==> config.mk <==
export PLATFORM = sky130hd
export DESIGN_NAME = cpu1_param_core
export DESIGN_NICKNAME = d
export VERILOG_FILES = /design/src/rtl/cpu1_param_core.sv
export SDC_FILE = /design/constraint.sdc
export NUM_CORES = 1
export LEC_CHECK = 0
export CAP_MARGIN = 20
export CORE_MARGIN = 5
export CORE_UTILIZATION = 60
export DETAILED_ROUTE_END_ITERATION = 10
export PLACE_DENSITY = 0.81
export SYNTH_ARGS = -nofsm -noshare
export SYNTH_HDL_FRONTEND = slang
export SYNTH_SLANG_ARGS = --single-unit
==> constraint.sdc <==
create_clock -name clk -period 5.02 [get_ports clk]
set_input_delay 1.004 -clock clk [delete_from_list [all_inputs] [get_ports clk]]
set_output_delay 1.004 -clock clk [all_outputs]
set_load 0.02 [all_outputs]
==> src/rtl/cpu1_param_core.sv <==
// Parameterised single-issue toy CPU core: register file, 16-bit instruction decode,
// branch/jump with a one-cycle bubble, HALT/resume handshake and a free-running LFSR source.
module cpu1_param_core #(
    parameter int          DATA_W    = 16,
    parameter int          PC_W      = 13,
    parameter int          NUM_REGS  = 8,
    parameter logic [31:0] LFSR_INIT = 32'hABCD1000,
    parameter int          OUT_REG   = 0
) (
    input  logic              clk,
    input  logic              pon_rst_n_i,
    input  logic [15:0]       instruction,
    input  logic              instr_valid,
    output logic              instr_ready,
    input  logic              resume,
    output logic [PC_W-1:0]   pc_out,
    output logic [DATA_W-1:0] reg_data_out,
    output logic [31:0]       lfsr_out,
    output logic              cpu_halt
);

    localparam int IDX_W = $clog2(NUM_REGS);
    localparam logic [IDX_W-1:0] OUT_IDX = IDX_W'(OUT_REG);

    localparam logic [3:0] OP_NOP  = 4'd0;
    localparam logic [3:0] OP_ADD  = 4'd1;
    localparam logic [3:0] OP_SUB  = 4'd2;
    localparam logic [3:0] OP_LDI  = 4'd3;
    localparam logic [3:0] OP_JUMP = 4'd4;
    localparam logic [3:0] OP_BEQZ = 4'd5;
    localparam logic [3:0] OP_RND  = 4'd6;
    localparam logic [3:0] OP_AND  = 4'd7;
    localparam logic [3:0] OP_OR   = 4'd8;
    localparam logic [3:0] OP_XOR  = 4'd9;
    localparam logic [3:0] OP_HALT = 4'd15;

    typedef enum logic [1:0] {
        ST_RUN,
        ST_STALL,
        ST_HALT
    } state_t;

    state_t state;
    state_t state_next;

    logic [PC_W-1:0]   pc;
    logic [PC_W-1:0]   pc_next;
    logic [PC_W-1:0]   pc_inc;
    logic [PC_W-1:0]   jump_pc;
    logic [PC_W-1:0]   branch_off;
    logic [DATA_W-1:0] regs [NUM_REGS];
    logic [31:0]       lfsr;
    logic [31:0]       lfsr_next;
    logic              fire;

    logic [3:0]        opcode;
    logic [IDX_W-1:0]  rd_idx;
    logic [IDX_W-1:0]  rs1_idx;
    logic [IDX_W-1:0]  rs2_idx;
    logic [DATA_W-1:0] rd_val;
    logic [DATA_W-1:0] rs1_val;
    logic [DATA_W-1:0] rs2_val;
    logic [DATA_W-1:0] ldi_val;
    logic [DATA_W-1:0] wr_data;
    logic              wr_en;

    assign opcode  = instruction[15:12];
    assign rd_idx  = instruction[9 +: IDX_W];
    assign rs1_idx = instruction[6 +: IDX_W];
    assign rs2_idx = instruction[3 +: IDX_W];

    assign rd_val  = regs[rd_idx];
    assign rs1_val = regs[rs1_idx];
    assign rs2_val = regs[rs2_idx];

    assign instr_ready = (state == ST_RUN);
    assign cpu_halt    = (state == ST_HALT);
    assign fire        = instr_valid && instr_ready;
    assign lfsr_out    = lfsr;

    assign pc_inc    = pc + PC_W'(1);
    assign lfsr_next = {lfsr[30:0], lfsr[31] ^ lfsr[21] ^ lfsr[1] ^ lfsr[0]};

    // Jump target is zero-extended from 12 bits, branch offset sign-extended from 9 bits,
    // both fitted to whatever PC width the core is built with.
    for (genvar i = 0; i < PC_W; i++) begin : g_pc_imm
        if (i < 12) begin : g_jump_bit
            assign jump_pc[i] = instruction[i];
        end else begin : g_jump_zero
            assign jump_pc[i] = 1'b0;
        end
        if (i < 9) begin : g_off_bit
            assign branch_off[i] = instruction[i];
        end else begin : g_off_sign
            assign branch_off[i] = instruction[8];
        end
    end

    always_comb begin
        ldi_val      = '0;
        ldi_val[7:0] = instruction[7:0];
    end

    always_comb begin
        wr_en   = 1'b0;
        wr_data = '0;
        case (opcode)
            OP_ADD: begin
                wr_en   = 1'b1;
                wr_data = rs1_val + rs2_val;
            end
            OP_SUB: begin
                wr_en   = 1'b1;
                wr_data = rs1_val - rs2_val;
            end
            OP_LDI: begin
                wr_en   = 1'b1;
                wr_data = ldi_val;
            end
            OP_RND: begin
                wr_en   = 1'b1;
                wr_data = lfsr[DATA_W-1:0];
            end
            OP_AND: begin
                wr_en   = 1'b1;
                wr_data = rs1_val & rs2_val;
            end
            OP_OR: begin
                wr_en   = 1'b1;
                wr_data = rs1_val | rs2_val;
            end
            OP_XOR: begin
                wr_en   = 1'b1;
                wr_data = rs1_val ^ rs2_val;
            end
            default: begin
                wr_en   = 1'b0;
                wr_data = '0;
            end
        endcase
    end

    // Control flow: taken jumps/branches insert one bubble; HALT parks the PC until resume.
    always_comb begin
        state_next = state;
        pc_next    = pc;
        case (state)
            ST_RUN: begin
                if (fire) begin
                    case (opcode)
                        OP_JUMP: begin
                            pc_next    = jump_pc;
                            state_next = ST_STALL;
                        end
                        OP_BEQZ: begin
                            if (rd_val == '0) begin
                                pc_next    = pc + branch_off;
                                state_next = ST_STALL;
                            end else begin
                                pc_next = pc_inc;
                            end
                        end
                        OP_HALT: begin
                            state_next = ST_HALT;
                        end
                        OP_NOP: begin
                            pc_next = pc_inc;
                        end
                        default: begin
                            pc_next = pc_inc;
                        end
                    endcase
                end
            end
            ST_STALL: begin
                state_next = ST_RUN;
            end
            ST_HALT: begin
                if (resume) begin
                    state_next = ST_RUN;
                    pc_next    = pc_inc;
                end
            end
            default: begin
                state_next = ST_RUN;
            end
        endcase
    end

    always_ff @(posedge clk or negedge pon_rst_n_i) begin
        if (!pon_rst_n_i) begin
            state        <= ST_RUN;
            pc           <= '0;
            lfsr         <= LFSR_INIT;
            pc_out       <= '0;
            reg_data_out <= '0;
        end else begin
            state        <= state_next;
            pc           <= pc_next;
            if (fire) begin
                lfsr <= lfsr_next;
            end
            pc_out       <= pc;
            reg_data_out <= regs[OUT_IDX];
        end
    end

    always_ff @(posedge clk or negedge pon_rst_n_i) begin
        if (!pon_rst_n_i) begin
            for (int r = 0; r < NUM_REGS; r++) begin
                regs[r] <= '0;
            end
        end else if (fire && wr_en) begin
            regs[rd_idx] <= wr_data;
        end
    end

endmodule

# ---- Word-level counts from Yosys, hierarchy flattened
# Index checks and enable logic that the tools add are counted.
dict set report totals {
  elab_cells 79
  inputBits 20
  out_inout_bits 63
  register_bits 204
}
dict set report classes {
  n_mux 24
  n_lt_le_gt_ge 4
  n_eq_ne 16
  reduce_logical 9
  bitwise_logic 9
  add_sub_neg 4
}
# operator count
set ops {}
lappend ops {{16-bit binary-select mux with 3-bit select} 3}
lappend ops {{128-bit bitwise mux} 1}
lappend ops {{16-bit two-way mux} 7}
lappend ops {{16-bit one-hot mux with 7 select lines} 1}
lappend ops {{16-bit demux with 3-bit select} 1}
lappend ops {{13-bit two-way mux} 3}
lappend ops {{13-bit one-hot mux with 3 select lines} 1}
lappend ops {{13-bit one-hot mux with 2 select lines} 1}
lappend ops {{16-bit adder} 1}
lappend ops {{16-bit AND} 1}
lappend ops {{4-bit by 3-bit equality test with 1-bit output, second input constant} 4}
lappend ops {{16-bit zero test} 1}
lappend ops {{16-bit bitwise OR} 1}
lappend ops {{16-bit subtractor} 1}
lappend ops {{16-bit XOR} 1}
lappend ops {{13-bit by 1-bit adder with 13-bit output, second input constant} 1}
lappend ops {{13-bit adder} 1}
lappend ops {{4-bit equality test, second input constant} 3}
lappend ops {{4-bit >= comparator, second input constant} 3}
lappend ops {{3-bit NOT with 4-bit output} 3}
lappend ops {{4-bit by 2-bit equality test with 1-bit output, second input constant} 2}
lappend ops {{4-bit AND reduction} 2}
lappend ops {{7-bit OR reduction} 1}
lappend ops {{2-bit two-way mux} 3}
lappend ops {{other kinds (14)} 19}

# ---- Longest topological paths before layout
dict set report logic_depth {
  ltp_word 9
  ltp_mapped 20
  ltp_nobuf 17
}

# ---- Least setup slack after synthesis
# OpenSTA, ideal clock, no wires.
dict set report synth_path {
  path_type {input to register}
  start {input instruction[4]}
  end {register regs[111] (netlist name)}
  path_buffers 3
  stages 20
  required_time_ns 4.955
  t_arrival_ns 5.048
  slack_ns -0.093
  setup_ns 0.065
  path_cell_list {clkbuf_1 > clkbuf_1 > mux4_2 > mux2i_1 > ha_1 > and2_1 > nand3_1 > nor2_1 > a31oi_1 > xnor2_1 > ha_1 > clkbuf_1 > a21o_1 > a21o_1 > a41oi_1 > o21ai_0 > a221oi_1 > a22oi_2 > o221ai_2 > mux2_2}
}
dict set report synth_between {
  elab_chain_len 7
  elab_cells_between_ends 11
  cone_classes {2 x add/sub; 5 x mux; 4 x bitwise}
}
# element line
set synth_lines {}
lappend synth_lines {{from (decl)} 12} ;# input logic [15:0] instruction,
lappend synth_lines {{3-bit NOT with 4-bit output (not written as such) (*)} 74} ;# assign rs2_val = regs[rs2_idx];
lappend synth_lines {{16-bit binary-select mux with 3-bit select (*)} 74}
lappend synth_lines {{16-bit two-way mux (not written as such) (*) (2 in series)} 74}
lappend synth_lines {{16-bit subtractor (tied with other cells)} 114} ;# wr_data = rs1_val - rs2_val;
lappend synth_lines {{16-bit one-hot mux with 7 select lines (*)} 107} ;# case (opcode)
lappend synth_lines {{128-bit bitwise mux (*)} 214} ;# regs[rd_idx] <= wr_data;
lappend synth_lines {{to (signal, indexed assignment)} 214}
lappend synth_lines {{to (decl)} 51} ;# logic [DATA_W-1:0] regs [NUM_REGS];
# Mark *: on every way between the ends. The rest lies on a longest branch, timed or not. The select of a mux whose other input is x is not followed.
# A chain may end at the register's enable or synchronous reset.

# ---- Worst setup path after layout
dict set report layout_path {
  start {input instruction[4]}
  end {register regs[79] (netlist name)}
}
# The elaborated chain is that of the path after synthesis.

==> impl_metrics.tcl <==
set metrics [dict create \
    nNetsFinal 1412 \
    critical-path-max-stage-delay_ns 0.51 \
    whs_path_depth 0 \
    wl_per_cell_um 22.85 \
    num_rows 53 \
    avgSynthCellArea_um2 10.49 \
    drv_slew 0 \
    hp-class "flip-flop to flip-flop" \
    ys_types 64 \
    ys_ff_latch 204 \
    cts_setup_buffers 0 \
    wirelength_um 37000 \
    layout_common_cells "dfrtp_1 (193), nand2_1 (145), o21ai_0 (139)" \
    ys_warn_count 0 \
    vias 10686 \
    min_period_ns 4.865 \
    critical_path.max_fanout 17 \
    yosys-top-cells-area "dfrtp_1 (38%), mux4_2 (11%), ha_1 (6.0%), o21ai_0 (5.5%), mux2_2 (4.9%)" \
    powerDensity_nw_per_um2 493.8 \
    ys_seq_area_share_pct 40.21 \
    place_congestion 1.001 \
    min_period_over_period_pct 96.91 \
    synth_top_cell_area_share_pct 37.94 \
    track_usage_pct 30.74 \
    clkTransAtPathRegs_ns 0.06 \
    worst_slew_pin_slew_ns 1.153 \
    drcViolationCount 0 \
    final_common_cell "dfrtp_1" \
    power_mw 7.442 \
    die_area_um2 24230 \
    syn_to_final_growth_pct 18.38 \
    grt_pass1_wl_um 59280 \
    r2r-end "regs[79]" \
    cts_root_buffer "clkbuf_16" \
    ff2ff_path_depth 16 \
    fmax_mhz 205.6 \
    drive_above_1_share_pct 23.29 \
    regArea_um2 5119 \
    async_flop_share_pct 100.0 \
    ir_drop_v 0.0002964 \
    cp_slowest_cell "clkdlybuf4s50_1" \
    port_buffers 82 \
    finalSetupViolations 0 \
    crit_type "primary input to flip-flop" \
    finalSetupTns_ns 0 \
    synth_flop_cell "dfrtp_1" \
    initial_core_util_pct 60.75 \
    grt_pass1_vias 10736 \
    fp.dieH_um 155.7 \
    ant_nets 0 \
    timing.rr.start "regs[113]" \
    cts_buffers 22 \
    r2r_slack_ns 0.70 \
    start_kind "primary input" \
    drt_iter0_markers 1193 \
    io_pins 83 \
    end_kind "flip-flop" \
    min_from "regs[121]" \
    fill_cells 1460 \
    worst_ep_arrival_time_ns 5.25 \
    netlist_instances 1214 \
    hpwlAfterDp_um 27170 \
    vias_per_cell 6.600 \
    worstPathRequired_ns 5.41 \
    cts_buffer_depth 3 \
    grt_max_degree 126 \
    coreArea_um2 20960 \
    slew_headroom_pct 22.74 \
    clock_sinks 204 \
    netlist_area_um2 12730 \
    drtPass1Iterations 5 \
    grt_overflow_total 0 \
    multi_input_area_um2 6995 \
    leakagePower_nw 6.863 \
    antenna_cells 0 \
    status "finished clean" \
    grt_antenna_before_repair 1 \
    yosys.area.top_type "dfrtp_1" \
    clk_latency_ns 0.51 \
    cap_violations 0 \
    dp_cells 1578 \
    stdcell_count 1619 \
    htree_levels 1 \
    synth_edf_count 0 \
    cpMostUsedCell "buf_4" \
    path_cells "clkdlybuf4s50_1, buf_12, mux4_2, mux2i_2, nand3_2, or3_1, o31ai_1, xnor2_1, ha_1, buf_4, or4_1, o22ai_2, buf_4, o31a_1, a31oi_1, a22oi_2, o221ai_4, mux2_4" \
    min_to "reg_data_out[9]" \
    die_width_um 155.7 \
    cts_tree "built" \
    final-hold-violation-count 0 \
    skew_ns 0.009974 \
    synthesis.nets 1297 \
]
-- power by group --
group	total [mW]	switching (mW)	internal (mW)
clock	1.62	0.649	0.969
sequential	2.25	0.327	1.93
combinational	3.57	1.89	1.68
total	7.44	2.87	4.58
-- synthesized netlist by cell type (8+ instances only) --
library cell    n
a31oi_1        11
mux2_2         55
buf_4          31
mux2i_1        31
and3_1         11
nor4_1         29
dfstp_2        11
dfrtp_1       193
nand3_1        12
nand2_1       146
or3_1           8
buf_1           9
o211ai_1        8
a222oi_1       14
a21oi_1        48
inv_1          37
nor2_1         47
nor3_1         19
mux4_2         65
nand4_1        10
clkbuf_1       59
xnor2_1        40
o21ai_0       140
ha_1           61
xor2_1          9
-- through the flow --
step                util, %  hold WS [ns]  setup slack (ns)  area [um2]
detailed placement    68.04        0.4635           -0.4677       14260
floorplan                 -        0.3758           0.01113       12730
global placement      68.04        0.4514           -0.3065       14260
CTS                   71.54        0.4766           0.02566       14990
finish                71.92        0.4742            0.1553       15070
global route          71.92        0.4999          -0.03358       15070
-- state kept, by name (all words and copies together), names as in the netlist --
| register | cells |
|---|---|
| regs | 128 |
| lfsr_out | 32 |
| reg_data_out | 16 |
| pc | 13 |
| pc_out | 13 |
| state | 2 |
-- critical path, delay by kind of cell --
kind | cells | cell delay (ns)
simple gates | 3 | 1.00
mux | 3 | 0.94
compound gates | 6 | 0.98
fa+ha+maj | 1 | 0.21
xor+xnor | 1 | 0.12
buf+inv | 4 | 0.97
-- cell families (layout without fill, tap and decap cells) --
kind of cell	after synthesis	after routing	share of synthesized area [%]
AO/OA/AOI/OAI	274	274	12.95
XOR/XNOR	49	49	3.371
adder cells (fa/ha/maj)	63	63	6.310
buffers and inverters	145	275	5.435
flip-flops	204	204	40.21
multiplexers	156	156	19.41
AND/OR/NAND/NOR	323	323	12.31
-- layout make-up --
class,count,area share [%]
sequential,204,33.96
timing repair buffer,195,11.52
clock buffer,29,4.101
inverter,41,1.021
clock inverter,10,0.6891
multi-input combinational,865,46.42
tap,275,2.283
-- metal layers --
metal  track usage [%]  wire length, um  part of all wire (%)  vias to the layer above
li1                  -                -                     -                     4680
met1             40.07            13890                    38                     5226
met2             50.87            17740                    48                      639
met3             5.409             3339                   9.0                      141
met4             13.63             2026                   5.5                        0
met5                 0                0                     0                        -
-- worst max path at each step --
stage	cells after the start	slack [ns]	start	endpoint
after global routing	17	-0.03	instruction[4]	regs[79]
after global placement	20	-0.31	instruction[4]	regs[111]
after CTS	16	0.03	instruction[4]	regs[125]
after floorplan	15	0.01	instruction[6]	regs[110]
after detailed placement	22	-0.47	instruction[4]	regs[79]
final	18	0.16	instruction[4]	regs[79]
-- repair_timing --
item,CTS,global route
pin swaps,0,4
endpoints found under the setup margin,8,40
hold buffers,0,0
gates resized for setup,1,14
Note: power is estimated with default switching activity, not from simulation.
